`config.mk`:
```
export PLATFORM = sky130hd
export DESIGN_NAME = divisor_varredura
export DESIGN_NICKNAME = d
export VERILOG_FILES = /design/src/rtl/divisor_varredura.sv
export SDC_FILE = /design/constraint.sdc
export NUM_CORES = 1
export LEC_CHECK = 0
export CORE_MARGIN = 8
export CORE_UTILIZATION = 71
export CTS_BUF_LIST = sky130_fd_sc_hd__clkbuf_4 sky130_fd_sc_hd__clkbuf_8
export CTS_CLUSTER_SIZE = 30
export DETAILED_ROUTE_END_ITERATION = 8
export DONT_BUFFER_PORTS = 1
export GPL_TIMING_DRIVEN = 0
export PLACE_DENSITY = 0.87
export SLEW_MARGIN = 10
export SYNTH_ARGS = -nofsm -noshare
export SYNTH_HDL_FRONTEND = slang
export SYNTH_SLANG_ARGS = --single-unit
```
`constraint.sdc`:
```
create_clock -name clock -period 6 [get_ports clock]
set_clock_uncertainty 0.2 [all_clocks]
set_input_delay 1.2 -clock clock [delete_from_list [all_inputs] [get_ports clock]]
set_output_delay 1.2 -clock clock [all_outputs]
set_load 0.05 [all_outputs]
```
`src/rtl/divisor_varredura.sv`:
```
// divisor_varredura: single-clock row/frame/image scan timing for an LED matrix.
// A programmable prescaler produces one-cycle row ticks; row, frame and image
// counters nest on those ticks, and a short blanking window follows each row change.
// Tick semantics: row_tick, frame_tick and image_tick are combinational,
// one-cycle enables. They are only ever 1 while enable=1 and div_load=0. The
// counters they advance change on the same clock edge, so the new row or image
// index is visible from the following cycle onward.
module divisor_varredura #(
  parameter int DIV_WIDTH        = 24,
  parameter int ROW_DIV          = 65536,
  parameter int ROWS             = 8,
  parameter int FRAMES_PER_IMAGE = 64,
  parameter int N_IMAGES         = 2,
  parameter int BLANK_CYCLES     = 4,
  localparam int RW = (ROWS > 1) ? $clog2(ROWS) : 1,
  localparam int IW = (N_IMAGES > 1) ? $clog2(N_IMAGES) : 1
) (
  input  logic                 clock,
  input  logic                 reset_n,
  input  logic                 enable,
  input  logic                 div_load,
  input  logic [DIV_WIDTH-1:0] div_in,
  output logic                 row_tick,
  output logic                 frame_tick,
  output logic                 image_tick,
  output logic [RW-1:0]        Seletor_Linhas,
  output logic [IW-1:0]        Seletor_imagem,
  output logic                 blank
);

  localparam int FW = (FRAMES_PER_IMAGE > 1) ? $clog2(FRAMES_PER_IMAGE) : 1;
  localparam int BW = ($clog2(BLANK_CYCLES + 1) > 0) ? $clog2(BLANK_CYCLES + 1) : 1;

  localparam logic [DIV_WIDTH-1:0] DIV_RST    = DIV_WIDTH'(ROW_DIV);
  localparam logic [DIV_WIDTH-1:0] DIV_MIN    = DIV_WIDTH'(2);
  localparam logic [DIV_WIDTH-1:0] DIV_ONE    = DIV_WIDTH'(1);
  localparam logic [RW-1:0]        ROW_LAST   = RW'(ROWS - 1);
  localparam logic [FW-1:0]        FRAME_LAST = FW'(FRAMES_PER_IMAGE - 1);
  localparam logic [IW-1:0]        IMG_LAST   = IW'(N_IMAGES - 1);
  localparam logic [BW-1:0]        BLANK_INIT = BW'(BLANK_CYCLES);

  logic [DIV_WIDTH-1:0] prescaler;
  logic [DIV_WIDTH-1:0] row_div;
  logic [FW-1:0]        frame_cnt;
  logic [BW-1:0]        blank_cnt;
  logic [BW-1:0]        blank_cnt_next;

  // A load always wins over a terminal count, so the load cycle never ticks.
  assign row_tick   = enable && !div_load && (prescaler == (row_div - DIV_ONE));
  assign frame_tick = row_tick && (Seletor_Linhas == ROW_LAST);
  assign image_tick = frame_tick && (frame_cnt == FRAME_LAST);

  // Prescaler and divisor register; divisors below 2 are clamped to 2.
  always_ff @(posedge clock) begin
    if (!reset_n) begin
      prescaler <= '0;
      row_div   <= DIV_RST;
    end else if (div_load) begin
      row_div   <= (div_in < DIV_MIN) ? DIV_MIN : div_in;
      prescaler <= '0;
    end else if (row_tick) begin
      prescaler <= '0;
    end else if (enable) begin
      prescaler <= prescaler + DIV_ONE;
    end
  end

  // Row selector wraps at ROWS, which need not be a power of two.
  always_ff @(posedge clock) begin
    if (!reset_n) begin
      Seletor_Linhas <= '0;
    end else if (row_tick) begin
      Seletor_Linhas <= (Seletor_Linhas == ROW_LAST) ? '0 : Seletor_Linhas + RW'(1);
    end
  end

  // Frame counter and image selector advance on frame ticks.
  always_ff @(posedge clock) begin
    if (!reset_n) begin
      frame_cnt      <= '0;
      Seletor_imagem <= '0;
    end else if (frame_tick) begin
      if (image_tick) begin
        frame_cnt      <= '0;
        Seletor_imagem <= (Seletor_imagem == IMG_LAST) ? '0 : Seletor_imagem + IW'(1);
      end else begin
        frame_cnt <= frame_cnt + FW'(1);
      end
    end
  end

  // Blank countdown: reloads on every row tick, drains only while running.
  always_comb begin
    blank_cnt_next = blank_cnt;
    if (row_tick) begin
      blank_cnt_next = BLANK_INIT;
    end else if (enable && (blank_cnt != '0)) begin
      blank_cnt_next = blank_cnt - BW'(1);
    end
  end

  // Blank is registered from the next count so it rises with the row change.
  always_ff @(posedge clock) begin
    if (!reset_n) begin
      blank_cnt <= '0;
      blank     <= 1'b0;
    end else begin
      blank_cnt <= blank_cnt_next;
      blank     <= (blank_cnt_next != '0);
    end
  end

endmodule
```
# --- Word level (Yosys, flattened, before mapping) ---
# Index checks and enable logic that the tools add are counted.
totals:
  in_bits: 28
  register_bits: 62
  elab_cells: 34
  output_inout_bits: 8
classes:
  eq_ne: 3
  n_mux: 6
  magnitude_cmp: 1
  n_reduce_logical: 10
  addsub: 6
  bitwise_logic: 1
ops:
  columns: ["op", "count"]
  rows:
  - ["24-bit by 1-bit adder with 24-bit output, second input constant", 1]
  - ["24-bit == test", 1]
  - ["24-bit by 2-bit < comparator with 1-bit output, second input constant", 1]
  - ["24-bit two-way mux", 1]
  - ["24-bit by 1-bit subtractor with 24-bit output, second input constant", 1]
  - ["3-bit two-way mux", 3]
  - ["6-bit by 1-bit adder with 6-bit output, second input constant", 1]
  - ["6-bit == test, second input constant", 1]
  - ["6-bit two-way mux", 1]
  - ["3-bit nonzero test", 2]
  - ["1-bit logical AND", 5]
  - ["3-bit by 1-bit adder with 3-bit output, second input constant", 1]
  - ["3-bit == test, second input constant", 1]
  - ["3-bit OR reduction", 1]
  - ["3-bit by 1-bit subtractor with 3-bit output, second input constant", 1]
  - ["2-bit AND reduction", 1]
  - ["1-bit adder, second input constant", 1]
  - ["1-bit zero test", 1]
  - ["1-bit two-way mux", 1]
  - ["1-bit inverter", 1]

# --- Depth between registers and ports, before layout ---
# Gate-level depths: netlist (run 1).
logic_depth:
  word_depth: 6
  mapped_depth: 12
  ltp_nobuf: 9

# --- Worst setup path after synthesis (run 1) ---
# No wires, ideal clock.
synth_path:
  path_type: "input to output"
  from: "input port enable"
  to: "output port image_tick"
  n_path_buf: 1
  cell_stages: 7
  required_ns: 4.600
  arrival_ns: 2.909
  setup_slack_ns: 1.691
  path_cell_list: "clkbuf_1 nor4b_1 nand3_1 nor4_1 nand4_1 nor4_1 and3_1"
synth_between:
  elab_chain_cells: 4
synth_lines:
  columns: ["item", "line_no", "source"]
  rows:
  - ["from (decl)", "20", "input logic enable,"]
  - ["1-bit logical AND (2 in series)", "49", "assign row_tick = enable && !div_load && (prescaler == (row_div - DIV_ONE));"]
  - ["1-bit logical AND", "50", "assign frame_tick = row_tick && (Seletor_Linhas == ROW_LAST);"]
  - ["1-bit logical AND", "51", "assign image_tick = frame_tick && (frame_cnt == FRAME_LAST);"]
  - ["to (decl)", "25", "output logic image_tick,"]
# No other way between the ends.

# --- Worst setup path after layout (run 1) ---
layout_path:
  from: "register row_div[8]"
  to: "output port frame_tick"
layout_between:
  elab_chain_cells: 4
layout_lines:
  columns: ["item", "line_no", "source"]
  rows:
  - ["from (decl)", "43", "logic [DIV_WIDTH-1:0] row_div;"]
  - ["from (signal assigned)", "59", "row_div <= (div_in < DIV_MIN) ? DIV_MIN : div_in;"]
  - ["24-bit by 1-bit subtractor with 24-bit output", "49", null]
  - ["24-bit == test", "49", null]
  - ["1-bit logical AND", "49", null]
  - ["1-bit logical AND", "50", null]
  - ["to (decl)", "24", "output logic frame_tick,"]
# No other way between the ends.

==> impl_metrics.tcl, run 1 <==
set metrics [dict create \
    status "finished, final reports clean" \
    yosysTopAreaCell "dfxtp_1" \
    clock_sinks 62 \
    start_util_pct 73.3 \
    clockBufferDepth 2 \
    h-tree-depth 3 \
    drc 0 \
    synth_cells 460 \
    antenna_cells 0 \
    cts_buffers 9 \
    insertion_delay_ps 350 \
    slew_viol_final 0 \
    clkTransAtPathRegs_ps 70 \
    synthMostInstantiatedCell "dfxtp_1" \
    grt_pass1_wl_mm 16.7 \
    area_growth_pct 7.43 \
    dieHeight_um 91.1 \
    grt_pass1_vias 3489 \
    fillers 378 \
    synth_commonest_cells "dfxtp_1 (62), mux2i_1 (33), nand2_1 (31), xnor2_1 (29), nor3_1 (25)" \
    hold_viol 0 \
    crit_type "reg -> out" \
    arrival_ps 3910 \
    core_area_um2 5470 \
    synth_top_area_share_pct 31.0 \
    synth.ff_latch_count 62 \
    clock.fmax_ghz 0.188 \
    setup_slack_ps 688 \
    period_needed_ps 5310 \
    wl_per_cell_um 18.9 \
    async_flop_share_pct 0 \
    vdd_drop_max_mv 0.209 \
    cap_viol_max_count 0 \
    grt_usage_pct 24.8 \
    crit_path_end_kind "primary output" \
    syn_nets 495 \
    synth_edf_count 0 \
    synthFlopType "dfxtp_1" \
    cts_tree "yes" \
    drt-pass1-iter-count 5 \
    drt_iter0_drc 235 \
    multi_input_area_um2 2600 \
    synth_area_leaders "dfxtp_1 (31%), mux2i_1 (8.2%), xnor2_1 (6.3%)" \
    drive_above_1_share_pct 11.2 \
    min_period_over_period_pct 88.5 \
    cp_max_fo 8 \
    antenna_found_initial 0 \
    die-area_um2 8310 \
    fin_setup_tns_ps 0 \
    required_ps 4600 \
    power.leakage_nw 1.55 \
    hpwl_mm 7.75 \
    seq_area_frac_synth_pct 31.0 \
    dp_slack_ps 983 \
    max-slew-margin-rel_pct 39.7 \
    postSynthAreaPerCell_um2 8.71 \
    chipWidth_um 91.1 \
    cts_setup_buffers 0 \
    num_vias 3570 \
    netlist_area_um2 4010 \
    cts_hold_buf 0 \
    fin_nets 506 \
    ios 36 \
    port_buffers 0 \
    grt_max_degree 11 \
    hold_slack_ps 281 \
    row_count 27 \
    cts-root-buf "clkbuf_8" \
    tightestPinTransition_ps 897 \
    min_path_type "reg -> reg" \
    overflow 0 \
    postRouteAntennaNets 0 \
    setup_viol 0 \
    synth_cell_types 61 \
    rsz0062_at_grt "false" \
    ctsResizeCount 0 \
    routed_wl_mm 10.4 \
    power.density_nw_per_um2 250 \
    regArea_um2 1240 \
    start_kind "register" \
    gp_congestion 0.958 \
    drt-vias-per-instance 6.53 \
    yosysWarnings 0 \
]
==> stage by stage <==
step	instances	instance area, um2	power [mW]	utilization, %
after CTS	547	4310	1.08	78.7
after global placement	532	4100	0.684	74.9
final	547	4310	1.08	78.7
after global routing	547	4310	1.12	78.7
after floorplan	460	4010	0.645	-
after detailed placement	532	4100	0.692	74.9
==> where the power goes <==
part | total (mW) | switching [mW] | internal, mW
Sequential | 0.466 | 0.0320 | 0.434
Combinational | 0.223 | 0.129 | 0.0943
Clock | 0.387 | 0.164 | 0.223
==> flip-flops by register name, indices dropped and copies added (netlist names) <==
name            flops
Seletor_Linhas      3
Seletor_imagem      1
blank               1
blank_cnt           3
frame_cnt           6
prescaler          24
row_div            24
==> final timing paths <==
path	slack (ps)	end	depth (start not counted)	start
setup / recovery	690	frame_tick	7	row_div[8]
hold / removal	280	frame_cnt[2]	2	frame_cnt[2]
hold reg to reg	280	frame_cnt[2]	2	frame_cnt[2]
setup reg to reg	1880	prescaler[20]	11	row_div[0]
==> worst max-delay path, stage by stage (launching register included) <==
cell      delay [ps]
dfxtp_1          400
nor4_1           810
nor4b_4          450
mux2i_1          140
o311ai_2         630
nand4b_1         170
nor4_1           400
and3_1           570
==> cell usage in the layout (no fill, tap or decap), types with 8 or more instances in the layout <==
cell and count:
nand4_1 11, xnor2_1 29, nor4_1 21, mux2i_1 33
nor3_1 25, a21oi_1 9, nor2b_1 24, nand2_1 31
o21ai_0 8, inv_1 13, clkbuf_8 12, nor2_1 24
clkbuf_1 14, xor2_1 19, nor3_2 11, dfxtp_1 62
and3_1 12, nand3_1 16
==> routing by layer <==
layer	wire length, um	part of all wire (%)	vias up	global-route usage, %
met5	0	0	-	0
met4	267	2.6	0	9.96
met3	933	9.0	31	8.31
met2	4970	48	162	41.8
met1	4190	40	1692	28.1
li1	-	-	1685	-
==> final cells by class <==
type,count,area share [%]
plain buffers,24,2.85
clock buffers,12,3.83
clock inverters,3,0.988
inverters,13,1.13
multi-input cells,361,60.3
flip-flops and latches,62,28.8
well taps,72,2.09
==> cell families (layout without fill, tap and decap cells) <==
group,Yosys count,in the layout,share of synthesized area [%]
simple gates,229,229,35.5
xor+xnor,49,49,10.9
compound gates,42,42,7.65
flops,62,62,31.0
fa+ha+maj,7,7,2.18
buf+inv,37,52,4.28
mux,34,34,8.52
(Power assumes the default switching activity.)
==> inputs of run 2 (changes only) <==
--- a/config.mk
+++ b/config.mk
@@ -6,13 +6,14 @@
 export NUM_CORES = 1
 export LEC_CHECK = 0
 export CORE_MARGIN = 8
-export CORE_UTILIZATION = 71
+export CORE_UTILIZATION = 54
 export CTS_BUF_LIST = sky130_fd_sc_hd__clkbuf_4 sky130_fd_sc_hd__clkbuf_8
 export CTS_CLUSTER_SIZE = 30
 export DETAILED_ROUTE_END_ITERATION = 8
 export DONT_BUFFER_PORTS = 1
+export GPL_ROUTABILITY_DRIVEN = 0
 export GPL_TIMING_DRIVEN = 0
-export PLACE_DENSITY = 0.87
+export PLACE_DENSITY = 0.69
 export SLEW_MARGIN = 10
 export SYNTH_ARGS = -nofsm -noshare
 export SYNTH_HDL_FRONTEND = slang
==> impl_metrics.tcl, run 2 (synthesis results as in run 1) <==
set metrics [dict create \
    chipWidth_um 102 \
    crit_path_end_kind "primary output" \
    postRouteAntennaNets 0 \
    cts_tree "yes" \
    drt-pass1-iter-count 4 \
    port_buffers 0 \
    multi_input_area_um2 2600 \
    wl_per_cell_um 17.4 \
    rsz0062_at_grt "false" \
    clockBufferDepth 2 \
    power_mw 1.11 \
    clock.fmax_ghz 0.186 \
    largestRegisters "prescaler: 24 flops, row_div: 24 flops, frame_cnt: 6 flops" \
    cp_max_fo 8 \
    hpwl_mm 7.53 \
    cts_setup_buffers 0 \
    sw_frac_of_total_pct 30.2 \
    seqPwrFrac_pct 42.0 \
    start_util_pct 55.6 \
    clock_sinks 62 \
    drt_iter0_drc 171 \
    final_cell_mix "dfxtp_1 (62), mux2i_1 (33), nand2_1 (31), xnor2_1 (29), nor3_1 (25)" \
    layout_commonest_cell "dfxtp_1" \
    ctsResizeCount 0 \
    max-slew-margin-rel_pct 36.8 \
    pwr-share-comb_pct 19.9 \
    setup_viol 0 \
    insertion_delay_ps 360 \
    core_area_um2 7210 \
    dp_slack_ps 977 \
    drive_above_1_share_pct 11.3 \
    tightestPinTransition_ps 939 \
    h-tree-depth 3 \
    cts_buffers 9 \
    row_count 31 \
    period_needed_ps 5380 \
    antenna_found_initial 0 \
    arrival_ps 3980 \
    grt_pass1_wl_mm 16.8 \
    antenna_cells 0 \
    dieHeight_um 102 \
    crit_type "reg -> out" \
    cap_viol_max_count 0 \
    regArea_um2 1240 \
    min_path_cells 2 \
    grt_pass1_vias 3394 \
    overflow 0 \
    cts_hold_buf 0 \
    clkPwrFrac_pct 38.1 \
    die-area_um2 10400 \
    power.leakage_nw 1.55 \
    r2r_cells 8 \
    utilization_pct 60.4 \
    min_period_over_period_pct 89.7 \
    grt_usage_pct 20.6 \
    routed_wl_mm 10.0 \
    fin_nets 506 \
    required_ps 4600 \
    min_path_type "reg -> reg" \
    p_switching_mw 0.333 \
    drc 0 \
    fin_setup_tns_ps 0 \
    ios 36 \
    setup_slack_ps 619 \
    fillers 659 \
    hold_viol 0 \
    power.density_nw_per_um2 254 \
    grt_max_degree 12 \
    start_kind "register" \
    cts-root-buf "clkbuf_8" \
    p_int_mw 0.772 \
    slew_viol_final 0 \
    vdd_drop_max_mv 0.262 \
    num_vias 3468 \
    area_growth_pct 8.65 \
    drt-vias-per-instance 6.03 \
    clkTransAtPathRegs_ps 70 \
    status "finished, final reports clean" \
]
==> run 2: layout make-up <==
class,instances,share of cell area [%]
tap,99,2.84
buffer,24,2.82
inverter,13,1.12
clock inverter,6,1.95
clock buffer,10,3.16
multi-input combinational,361,59.6
sequential,62,28.5
==> run 2: power by group through the flow <==
stage	Sequential (mW)	Combinational, mW	Clock [mW]
after floorplan	0.467	0.178	0
after global placement	0.472	0.210	0
after detailed placement	0.473	0.218	0
after CTS	0.464	0.220	0.429
after global routing	0.467	0.247	0.444
final	0.464	0.220	0.421
==> run 2: metrics by stage <==
stage / instances / hold WS [ps] / area, um2
6_report: 575 / 282 / 4360
5_1_grt: 575 / 320 / 4360
4_1_cts: 575 / 289 / 4360
3_5_place_dp: 559 / 278 / 4130
3_3_place_gp: 559 / 259 / 4130
2_1_floorplan: 460 / 247 / 4010
==> run 2: worst paths after layout <==
check / slack, ps / to / start
max: 620 / image_tick / row_div[8]
min reg2reg: 280 / frame_cnt[2] / frame_cnt[2]
max reg2reg: 1950 / prescaler[18] / row_div[8]
min: 280 / frame_cnt[2] / frame_cnt[2]
==> run 2: worst max-delay path, cell delays in order, from the launching register on <==
cell and delay (ps):
dfxtp_1 400, nor4_1 840, nor4b_4 440, mux2i_1 150
o311ai_2 620, nand4b_1 170, nor4_1 430, and3_1 570
==> run 2: metal layers <==
| metal | track usage [%] | routed length (um) |
|---|---|---|
| met1 | 25.5 | 4420 |
| met4 | 9.93 | 300 |
| met5 | 0 | 0 |
| met3 | 4.90 | 766 |
| met2 | 32.7 | 4540 |
==> inputs of run 3 (changes only) <==
--- a/config.mk
+++ b/config.mk
@@ -13,7 +13,7 @@
 export DONT_BUFFER_PORTS = 1
 export GPL_ROUTABILITY_DRIVEN = 0
 export GPL_TIMING_DRIVEN = 0
-export PLACE_DENSITY = 0.69
+export PLACE_DENSITY = 0.68
 export SLEW_MARGIN = 10
 export SYNTH_ARGS = -nofsm -noshare
 export SYNTH_HDL_FRONTEND = slang
==> constraint.sdc (replaced) <==
create_clock -name clock -period 4.5 [get_ports clock]
set_clock_uncertainty 0.2 [all_clocks]
set_input_delay 0.9 -clock clock [delete_from_list [all_inputs] [get_ports clock]]
set_output_delay 0.9 -clock clock [all_outputs]
set_load 0.05 [all_outputs]
==> impl_metrics.tcl, run 3 (synthesis results as in run 1) <==
set metrics [dict create \
    status "finished, final reports clean" \
    required_ps 3400 \
    clkTransAtPathRegs_ps 80 \
    crit_buf_inv 1 \
    setup_viol 0 \
    slew_viol_final 0 \
    clock.fmax_ghz 0.227 \
    drt-vias-per-instance 6.02 \
    hpwl_mm 7.50 \
    layout_commonest_cell "dfxtp_1" \
    rsz0062_at_grt "false" \
    power.leakage_nw 1.60 \
    ios 36 \
    port_buffers 0 \
    period_needed_ps 4410 \
    crit_path_end_kind "primary output" \
    drive_above_1_share_pct 16.1 \
    postRouteAntennaNets 0 \
    num_vias 3467 \
    clkPwrFrac_pct 37.6 \
    row_count 31 \
    hold_slack_ps 285 \
    cts_tree "yes" \
    final_area_um2 4530 \
    max-slew-margin-rel_pct 55.2 \
    grt_pass1_vias 3313 \
    largestRegisters "prescaler: 24 flops, row_div: 24 flops, frame_cnt: 6 flops" \
    pwr-share-comb_pct 21.0 \
    cts-root-buf "clkbuf_8" \
    drc 0 \
    final_cell_mix "dfxtp_1 (59), mux2i_1 (33), nand2_1 (31), xnor2_1 (27), nor3_1 (25)" \
    grt_usage_pct 20.4 \
    crit_type "reg -> out" \
    chipWidth_um 102 \
    clock_sinks 62 \
    power.density_nw_per_um2 333 \
    p_switching_mw 0.455 \
    cts_buffers 9 \
    placed_cell_area_um2 4130 \
    grt_max_degree 12 \
    tightestPinTransition_ps 672 \
    routed_wl_mm 10.1 \
    dieHeight_um 102 \
    path_cells "inv_2, ha_4, or3b_4, or4_4, xnor2_4, nor4bb_2, nand4_1, nor4_4, and3_4" \
    setup_slack_ps 94.2 \
    drt-pass1-iter-count 4 \
    core_area_um2 7210 \
    antenna_cells 0 \
    arrival_ps 3310 \
    start_util_pct 55.6 \
    vdd_drop_max_mv 0.261 \
    wl_per_cell_um 17.5 \
    dp_slack_ps -50.6 \
    min_period_over_period_pct 97.9 \
    die-area_um2 10400 \
    overflow 0 \
    cp_max_fo 7 \
    power_mw 1.51 \
    grt_pass1_wl_mm 16.6 \
    p_int_mw 1.05 \
    place_inst 559 \
    cap_viol_max_count 0 \
    fin_nets 507 \
    sw_frac_of_total_pct 30.2 \
    insertion_delay_ps 350 \
    h-tree-depth 3 \
    clockBufferDepth 2 \
    hold_viol 0 \
    min_path_type "reg -> reg" \
    instances_no_fill 576 \
    critPathMaxStageDelay_ps 530 \
    seqPwrFrac_pct 41.3 \
    path_delay_family "simple AND/OR/NAND/NOR gates" \
    drt_iter0_drc 205 \
    area_growth_pct 12.9 \
    fillers 652 \
    start_kind "register" \
    antenna_found_initial 1 \
    worst_path_max_delay_cell "or4_4" \
]
## run 3: worst paths after layout
kind | start | end | slack (ps) | cells past startpoint
worst max register to register | row_div[0] | prescaler[18] | 670 | 10
worst min-delay path | frame_cnt[1] | frame_cnt[1] | 290 | 2
worst max-delay path | row_div[0] | frame_tick | 90 | 9
worst min register to register | frame_cnt[1] | frame_cnt[1] | 290 | 2
## run 3: stage by stage
step | util [%] | TNS, ps
after floorplan | - | 0
after global placement | 57.3 | -136
after detailed placement | 57.3 | -101
after CTS | 61.4 | 0
after global routing | 62.7 | 0
final | 62.7 | 0
## run 3: per-layer routing
layer	part of all wire (%)	wire length [um]	track usage (%)	vias to the layer above
met3	6.9	700	5.38	18
met1	46	4600	26.5	1649
met5	0	0	0	-
met2	46	4610	32.0	110
met4	1.7	168	6.55	0
li1	-	-	-	1690
## run 3: power groups by stage
stage | combinational, mW | clock (mW) | sequential [mW]
after floorplan | 0.237 | 0 | 0.623
after global placement | 0.281 | 0 | 0.630
after detailed placement | 0.291 | 0 | 0.631
after CTS | 0.302 | 0.575 | 0.620
after global routing | 0.352 | 0.605 | 0.627
final | 0.317 | 0.567 | 0.622
## run 3: worst min-delay path, delay by kind of cell, from the launching register on
family	cells	cell delay (ps)
mux	1	50
simple gates	1	60
flops	1	320
## run 3: timing repair
action / in CTS / in global routing
gates resized for setup: 14 / 20
hold buffers: 0 / 0
pin swaps: 4 / 7
gates cloned: 0 / 0
endpoints found under the setup margin: 3 / 3
hold endpoints to repair: 0 / 0
setup buffers: 1 / 1
## run 3: area by class of cell
class                      count  area (um2)  area share [%]
multi-input combinational    361        2740            60.6
tap                           99         124            2.74
buffer                        23         119            2.63
timing repair buffer           2        15.0           0.332
sequential                    62        1250            27.6
inverter                      13        48.8            1.08
clock buffer                  11         145            3.21
clock inverter                 5        82.6            1.82
